$ cat config.mk
export PLATFORM = sky130hd
export DESIGN_NAME = apu_wave_channel
export DESIGN_NICKNAME = d
export VERILOG_FILES = /design/src/rtl/apu_pkg.sv /design/src/rtl/apu_linear_counter.sv /design/src/rtl/apu_wave_channel.sv
export SDC_FILE = /design/constraint.sdc
export NUM_CORES = 1
export LEC_CHECK = 0
export ABC_AREA = 1
export CORE_ASPECT_RATIO = 1.4
export CORE_MARGIN = 10
export CORE_UTILIZATION = 30
export DETAILED_ROUTE_END_ITERATION = 10
export SYNTH_ARGS = -nofsm -noshare
export SYNTH_HDL_FRONTEND = slang
export SYNTH_SLANG_ARGS = --single-unit
$ cat constraint.sdc
create_clock -name clk -period 1.6 [get_ports clk]
set_input_delay 0.24 -clock clk [delete_from_list [all_inputs] [get_ports clk]]
set_output_delay 0.24 -clock clk [all_outputs]
set_load 0.05 [all_outputs]
$ cat src/rtl/apu_pkg.sv
`default_nettype none
// ============================================================================
// apu_pkg : shared length-counter table and waveform mode encoding
// Rev 1.0
// ============================================================================
package apu_pkg;

    typedef enum logic [1:0] {
        MODE_TRI  = 2'd0,
        MODE_SAW  = 2'd1,
        MODE_SQR  = 2'd2,
        MODE_HOLD = 2'd3
    } mode_e;

    localparam logic [7:0] LEN_TABLE [32] = '{
        8'd10,  8'd254, 8'd20,  8'd2,   8'd40,  8'd4,   8'd80,  8'd6,
        8'd160, 8'd8,   8'd60,  8'd10,  8'd14,  8'd12,  8'd26,  8'd14,
        8'd12,  8'd16,  8'd24,  8'd18,  8'd48,  8'd20,  8'd96,  8'd22,
        8'd192, 8'd24,  8'd72,  8'd26,  8'd16,  8'd28,  8'd32,  8'd30
    };

    function automatic logic [7:0] len_lookup(input logic [4:0] idx);
        return LEN_TABLE[idx];
    endfunction

endpackage
`default_nettype wire

$ cat src/rtl/apu_linear_counter.sv
`default_nettype none
// ============================================================================
// apu_linear_counter : quarter-frame linear counter with reload flag and gate
// Rev 1.0
// ============================================================================
module apu_linear_counter #(
    parameter int LIN_W = 7
) (
    input  logic             clk,
    input  logic             reset,
    input  logic             qframe_i,
    input  logic             reload_set_i,
    input  logic             ctrl_i,
    input  logic [LIN_W-1:0] reload_val_i,
    output logic             gate_o
);

    logic             flag_q, flag_d;
    logic [LIN_W-1:0] cnt_q, cnt_d;

    always_comb begin
        flag_d = flag_q;
        cnt_d  = cnt_q;
        if (reload_set_i) begin
            flag_d = 1'b1;
        end else if (qframe_i && !ctrl_i) begin
            flag_d = 1'b0;
        end
        // A reg3 write landing on the same quarter frame still counts as a pending reload.
        if (qframe_i) begin
            if (flag_q || reload_set_i) begin
                cnt_d = reload_val_i;
            end else if (cnt_q != '0) begin
                cnt_d = cnt_q - 1'b1;
            end
        end
    end

    always_ff @(posedge clk) begin
        if (reset) begin
            flag_q <= 1'b0;
            cnt_q  <= '0;
        end else begin
            flag_q <= flag_d;
            cnt_q  <= cnt_d;
        end
    end

    assign gate_o = (cnt_q != '0);

endmodule
`default_nettype wire

$ cat src/rtl/apu_wave_channel.sv
`default_nettype none
// ============================================================================
// apu_wave_channel : timer-driven wave sequencer with linear/length gating
// Rev 1.0
// ============================================================================
module apu_wave_channel
    import apu_pkg::*;
#(
    parameter int OUT_W   = 4,
    parameter int TIMER_W = 11,
    parameter int LIN_W   = 7
) (
    input  logic             clk,
    input  logic             reset,
    input  logic             cpu_ce,
    input  logic             qframe,
    input  logic             hframe,
    input  logic             we,
    input  logic [1:0]       addr,
    input  logic [7:0]       wdata,
    input  logic             en,
    output logic             act,
    output logic [OUT_W-1:0] out
);

    localparam int SEQ_W = OUT_W + 1;

    logic [7:0]         regs_q [4];
    logic [TIMER_W-1:0] timer_q, timer_d;
    logic [SEQ_W-1:0]   seq_q, seq_d;
    logic [7:0]         len_q, len_d;

    logic               wr3;
    logic [TIMER_W-1:0] period;
    logic [TIMER_W-1:0] new_period;
    logic               lin_gate;
    logic               step;
    mode_e              mode;
    logic [OUT_W-1:0]   wave;
    logic               unused_bits;

    assign wr3        = we && (addr == 2'd3);
    assign period     = TIMER_W'({regs_q[3][2:0], regs_q[2]});
    assign new_period = TIMER_W'({wdata[2:0], regs_q[2]});
    assign mode       = mode_e'(regs_q[1][1:0]);
    assign unused_bits = ^regs_q[1][7:2];

    always_ff @(posedge clk) begin
        if (reset) begin
            for (int i = 0; i < 4; i++) regs_q[i] <= 8'h00;
        end else if (we) begin
            regs_q[addr] <= wdata;
        end
    end

    apu_linear_counter #(
        .LIN_W (LIN_W)
    ) u_lin (
        .clk          (clk),
        .reset        (reset),
        .qframe_i     (qframe),
        .reload_set_i (wr3),
        .ctrl_i       (regs_q[0][7]),
        .reload_val_i (LIN_W'(regs_q[0][6:0])),
        .gate_o       (lin_gate)
    );

    // Periods 0 and 1 are ultrasonic: the sequencer is frozen rather than aliased.
    assign step = cpu_ce && (timer_q == '0) && lin_gate && (len_q != 8'd0)
                  && (period >= TIMER_W'(2)) && (mode != MODE_HOLD);

    always_comb begin
        timer_d = timer_q;
        if (!en) begin
            timer_d = '0;
        end else if (wr3) begin
            timer_d = new_period;
        end else if (cpu_ce) begin
            timer_d = (timer_q == '0) ? period : timer_q - 1'b1;
        end

        seq_d = step ? seq_q + 1'b1 : seq_q;

        len_d = len_q;
        if (!en) begin
            len_d = 8'd0;
        end else if (wr3) begin
            len_d = len_lookup(wdata[7:3]);
        end else if (hframe && !regs_q[0][7] && (len_q != 8'd0)) begin
            len_d = len_q - 8'd1;
        end
    end

    always_ff @(posedge clk) begin
        if (reset) begin
            timer_q <= '0;
            seq_q   <= '0;
            len_q   <= 8'd0;
        end else begin
            timer_q <= timer_d;
            seq_q   <= seq_d;
            len_q   <= len_d;
        end
    end

    always_comb begin
        case (mode)
            MODE_SAW: wave = seq_q[SEQ_W-1:1];
            MODE_SQR: wave = {OUT_W{seq_q[SEQ_W-1]}};
            default:  wave = {OUT_W{seq_q[SEQ_W-1]}} ^ seq_q[OUT_W-1:0];
        endcase
    end

    assign out = en ? wave : '0;
    assign act = (len_q != 8'd0);

endmodule
`default_nettype wire

==> results.ini, run 1 <==
[floorplan]
start_util=0.305
dieArea_mm2=0.0162
die_y_um=147
num_io_pins=22
dieWidth_um=111
core_area_mm2=0.0113
rows=46

[sta]
setup_ws_ns=-0.208
setup_violations=5
tightest_slew_ns=0.465
fmax_mhz=553
final_hold_viol_count=0
rsz0062_at_grt=yes
final.min_clock_period_ns=1.81
fin_skew_ns=0.00999
fin_crit_sh=1.13
maxSlewViolCount=0
tns_ns=-0.815
slew_headroom=0.688

[worst_setup_path]
cp_max_fo=5
critical_path_buf_inv_count=1
cp_slowest_cell=edfxtp_1
worstReg2RegStart=timer_q[1]
setup.worst_path.start=regs_q[1][1]
cp_data_arrival_time_ns=1.57
rrSetupSlack_ns=0.05
crit_chain=ha_4 -> o21ai_0 -> a21oi_2 -> nor3_4 -> buf_12
crit_type=reg2out
endpoint_kind=output pin
cp_top_family=flip-flops
required_ns=1.36
startpoint_type=flop
slowest_delay_ns=0.43

[global_routing]
grt_antenna_before_repair=0
grt_overflow=0
grt_pass1_vias=3297
grt_max_degree=18
track_usage=0.104
grt_pass1_wl_mm=14.7

[clock_tree]
worstSkewPairLatency_ns=0.29
postCtsHoldBufs=0
h-tree-depth=2
cts_buffers=5
clk_pin_slew_ns=0.07
root_buffer=clkbuf_16
cts_buffer_depth=2
cts.sinks=53
cts_tree=built

[finish]
fin_cells=707
stdcell_area_mm2=0.00479
n_fill_cell=1152
area_growth_pct=39.1
finalNetCount=595
final_cell_mix=88 x nand2_1, 61 x nor2_1, 58 x inv_1
drive_gt1_frac=0.270
final_util=0.425
antennaDiodeCount=0
mostFrequentLayoutCell=nand2_1

[pwr]
pwr-share-clk=0.242
switching_share=0.351
sequentialPowerShare=0.365
p_leak_nw=2.10
max-vdd-ir-drop_uv=726
p_switching_mw=1.56
p_per_area_mw_per_mm2=926
combinationalPowerShare=0.393
internal_power_mw=2.88

[flow_run]
maxCapViolations=0

[yosys]
syn_avg_cell_area_um2=7.16
yosysUniqueCellTypes=39
synth_fp_nets=514
yosysSeqAreaShare=0.369
syn-instance-count=481
ys_ff_latch=53
yosysWarnings=0
netlist_area_mm2=0.00345

[routing]
routed_wl_mm=8.98
viasPerCell=4.72
num_vias=3335
drc=0
ant_nets=0
drt_first_pass_iters=4
top_layer_used=met4
wl_met3_um=189
wire_per_inst_um=12.7
met1Wirelength_mm=3.80
drt_iter0_markers=177
wl_met2_mm=4.88

[placed_design]
postPlaceCellArea_mm2=0.00434
gp_congestion=0.870
placed_cells=690
dp_slack_ns=-0.208
numPortBuffers=21
post-dp-hpwl_mm=6.87

[min_path]
hp-class=reg2reg
worstHoldStart=len_q[0]

[run_status]
violations=negative setup slack
outcome=complete, but fails checks

layout make-up:
| type | instances | area, um^2 | share of cell area |
|---|---|---|---|
| Multi-Input combinational cell | 346 | 2120 | 0.443 |
| Sequential cell | 53 | 1280 | 0.266 |
| Timing Repair Buffer | 83 | 791 | 0.165 |
| Inverter | 73 | 277 | 0.0577 |
| Tap cell | 144 | 180 | 0.0376 |
| Clock buffer | 5 | 125 | 0.0261 |
| Clock inverter | 3 | 21.3 | 0.00444 |
worst paths after layout:
check / end / cells past startpoint
worst max register to register: timer_q[3] / 11
worst min register to register: len_q[0] / 2
worst max-delay path: out[2] / 5
worst min-delay path: len_q[0] / 2
power by group through the flow:
stage | registers (mW) | logic, mW | clock network, mW
6_report | 1.62 | 1.74 | 1.08
5_1_grt | 1.63 | 1.93 | 1.16
4_1_cts | 1.61 | 1.60 | 1.11
3_5_place_dp | 1.64 | 1.51 | 0
3_3_place_gp | 1.64 | 1.49 | 0
2_1_floorplan | 1.62 | 0.981 | 0
flip-flops by register name (all words and copies together), names as in the netlist:
register / flops
seq_q: 5
timer_q: 11
len_q: 8
u_lin.flag_q: 1
regs_q: 21
u_lin.cnt_q: 7
metrics by stage:
stage               hold slack (ns)  power, mW
floorplan                     0.309       2.60
global placement              0.445       3.13
detailed placement            0.462       3.15
CTS                           0.475       4.32
global route                  0.488       4.71
finish                        0.478       4.44
cells in the mapped netlist:
| master | number | area (um^2) |
|---|---|---|
| nor2_2 | 1 | 6.26 |
| mux2i_1 | 1 | 10.0 |
| nand2_1 | 92 | 345 |
| nand4_1 | 5 | 31.3 |
| xor2_1 | 5 | 43.8 |
| a211oi_1 | 1 | 7.51 |
| nand2_4 | 1 | 11.3 |
| nor2_8 | 1 | 20.0 |
| nor3_1 | 8 | 40.0 |
| nand3_4 | 2 | 35.0 |
| o22ai_1 | 5 | 31.3 |
| inv_1 | 66 | 248 |
| nor3_2 | 1 | 10.0 |
| o211ai_1 | 3 | 22.5 |
| o21ai_0 | 36 | 180 |
| xnor2_1 | 2 | 17.5 |
| nand2_2 | 5 | 31.3 |
| buf_6 | 1 | 11.3 |
| nor3b_1 | 1 | 7.51 |
| edfxtp_1 | 21 | 631 |
| or2_0 | 1 | 6.26 |
| nand3b_1 | 2 | 15.0 |
| o21ai_1 | 6 | 30.0 |
| o31ai_1 | 1 | 7.51 |
| nand3_1 | 25 | 125 |
| o21a_1 | 1 | 7.51 |
| inv_2 | 7 | 26.3 |
| buf_4 | 2 | 15.0 |
| nor2_4 | 6 | 67.6 |
| buf_2 | 5 | 25.0 |
| nand3_2 | 3 | 30.0 |
| a31oi_1 | 2 | 12.5 |
| nor2_1 | 66 | 248 |
| dfxtp_1 | 32 | 641 |
| ha_1 | 16 | 200 |
| o221ai_1 | 2 | 17.5 |
| clkbuf_1 | 3 | 11.3 |
| o21bai_1 | 2 | 15.0 |
| a21oi_1 | 41 | 205 |
worst register-to-register path, stage by stage, from the launching register on:
cell	delay [ns]
dfxtp_2	0.32
inv_2	0.07
ha_4	0.15
inv_2	0.04
nor2_4	0.11
nand3_4	0.09
nor2_8	0.19
buf_6	0.14
nor2_4	0.06
o21ai_0	0.09
nand3_1	0.10
a21oi_2	0.12
routing by layer:
layer	GRT usage	vias up
met3	0.0159	8
met4	0.0268	0
met2	0.205	43
li1	-	1735
met1	0.110	1549
met5	0	-
logic make-up (layout without fill, tap and decap cells):
kind of cell	Yosys count	count (layout)	synth area share
adders and majority gates	16	16	0.0581
and+or+nand+nor	220	222	0.299
muxes	1	1	0.00290
DFF	53	53	0.369
buffers and inverters	84	164	0.0977
AOI/OAI and AO/OA	100	100	0.156
xor gates and xnor gates	7	7	0.0178
timing repair:
item | 4_1_cts | 5_1_grt
buffers inserted | 3 | 6
gates resized for setup | 23 | 48
setup endpoints to repair | 9 | 32
pin swaps | 2 | 23
gates cloned | 0 | 2
endpoints found under the hold margin | 0 | 0
(Power assumes the default switching activity.)
==> run 2, diff against run 1 <==
--- a/config.mk
+++ b/config.mk
@@ -8,8 +8,9 @@
 export ABC_AREA = 1
 export CORE_ASPECT_RATIO = 1.4
 export CORE_MARGIN = 10
-export CORE_UTILIZATION = 30
+export CORE_UTILIZATION = 55
 export DETAILED_ROUTE_END_ITERATION = 10
+export PLACE_DENSITY = 0.75
 export SYNTH_ARGS = -nofsm -noshare
 export SYNTH_HDL_FRONTEND = slang
 export SYNTH_SLANG_ARGS = --single-unit
==> run 2 against run 1 <==
The flow still finishes with violations (negative setup slack); count of clock-buffer cells in the layout unchanged; worst setup slack lost 0.076 ns; sequential power hardly changed; die area decreased by 39%; critical path type unchanged; largest power group unchanged; highest routed layer unchanged.
==> results.ini, run 2 (synthesis results as in run 1) <==
[global_routing]
track_usage=0.182
grt_antenna_before_repair=0
grt_overflow=0
grt_pass1_vias=3403
grt_max_degree=18
grt_pass1_wl_mm=15.0

[worst_setup_path]
cp_max_fo=5
endpoint_kind=output pin
crit_type=reg2out
cp_data_arrival_time_ns=1.64
startpoint_type=flop
required_ns=1.36

[floorplan]
num_io_pins=22
dieWidth_um=86.9
dieArea_mm2=0.00988
core_area_mm2=0.00617
die_y_um=114
start_util=0.559
rows=34

[finish]
register_area_mm2=0.00128
drive_gt1_frac=0.275
top_register=regs_q
top_regs=regs_q x21, timer_q x11, len_q x8
finalNetCount=589
largest_reg_flops=21
fin_cells=629
antennaDiodeCount=0
n_fill_cell=422
multi_input_area_mm2=0.00213
final_cell_mix=88 x nand2_1, 62 x nor2_1, 57 x inv_1
mostFrequentLayoutCell=nand2_1
area_growth_pct=34.6

[routing]
num_vias=3499
drc=0
drt_iter0_markers=213
drt_first_pass_iters=7
wire_per_inst_um=15.1
ant_nets=0
routed_wl_mm=9.49
viasPerCell=5.56

[sta]
timing.hold.ws_ns=0.475
fin_skew_ns=0.0145
slew_headroom=0.702
final.min_clock_period_ns=1.88
setup_violations=6
tns_ns=-1.19
fin_crit_sh=1.18
maxSlewViolCount=0
fmax_mhz=531
tightest_slew_ns=0.443
final_hold_viol_count=0
setup_ws_ns=-0.284
rsz0062_at_grt=yes

[pwr]
sequentialPowerShare=0.387
max-vdd-ir-drop_uv=605
combinationalPowerShare=0.423
p_switching_mw=1.58
p_per_area_mw_per_mm2=906
power_mw=4.20
p_leak_nw=2.05
internal_power_mw=2.62
switching_share=0.377
pwr-share-clk=0.190

[clock_tree]
cts_buffer_depth=2
cts.sinks=53
root_buffer=clkbuf_8
cts_tree=built
h-tree-depth=2
postCtsHoldBufs=0
worstSkewPairLatency_ns=0.32
cts_buffers=5
clk_pin_slew_ns=0.11

[placed_design]
numPortBuffers=21
dp_slack_ns=-0.240
post-dp-hpwl_mm=6.65
gp_congestion=0.887
placed_cells=611

[flow_run]
maxCapViolations=0

[min_path]
hp-class=reg2reg

[run_status]
violations=negative setup slack
outcome=complete, but fails checks

-- run 2: stage by stage --
step | area (um^2) | util
after floorplan | 3500 | -
after global placement | 4180 | 0.678
after detailed placement | 4180 | 0.678
after CTS | 4400 | 0.714
after global routing | 4640 | 0.752
final | 4640 | 0.752
-- run 2: layout make-up --
cell class	count	share of cell area
Clock inverter	3	0.00432
Tap cell	72	0.0194
Inverter	73	0.0607
Sequential cell	53	0.276
Multi-Input combinational cell	345	0.459
Clock buffer	5	0.0148
Timing Repair Buffer	78	0.166
-- run 2: worst max-delay path, cell delays in order, from the launching register on --
cell and delay [ns]:
edfxtp_1 0.46, ha_4 0.34, inv_4 0.04, nand2_4 0.09
a21oi_2 0.05, nor3_4 0.17, buf_12 0.16
-- run 2: final timing paths --
check / start / to / slack, ns / cells past startpoint
max: regs_q[1][1] / out[2] / -0.28 / 6
min: u_lin.flag_q / u_lin.flag_q / 0.48 / 2
max reg2reg: timer_q[0] / timer_q[5] / -0.03 / 12
min reg2reg: u_lin.flag_q / u_lin.flag_q / 0.48 / 2
-- run 2: timing repair --
item / 4_1_cts / 5_1_grt
endpoints found under the setup margin: 12 / 36
setup buffers: 3 / 6
gates cloned: 1 / 1
pin swaps: 7 / 21
resized for setup: 23 / 62
-- run 2: power groups by stage --
| stage | combinational, mW | sequential, mW | clock (mW) |
|---|---|---|---|
| global placement | 1.44 | 1.64 | 0 |
| detailed placement | 1.47 | 1.64 | 0 |
| finish | 1.78 | 1.63 | 0.798 |
| CTS | 1.57 | 1.61 | 0.792 |
| floorplan | 0.981 | 1.62 | 0 |
| global route | 1.93 | 1.64 | 0.839 |
-- run 2: per-layer routing --
layer / global-route usage / wire [um] / vias up
met5: 0 / 0 / -
met4: 0.0867 / 227 / 0
met3: 0.0314 / 349 / 20
met2: 0.320 / 5140 / 103
met1: 0.203 / 3780 / 1646
li1: - / - / 1730
==> run 3, diff against run 2 <==
--- a/config.mk
+++ b/config.mk
@@ -6,6 +6,7 @@
 export NUM_CORES = 1
 export LEC_CHECK = 0
 export ABC_AREA = 1
+export ABC_CLOCK_PERIOD_IN_PS = 1600
 export CORE_ASPECT_RATIO = 1.4
 export CORE_MARGIN = 10
 export CORE_UTILIZATION = 55
==> results of run 3 <==
The final DEF is identical to that of run 2; final timing and power are the same.
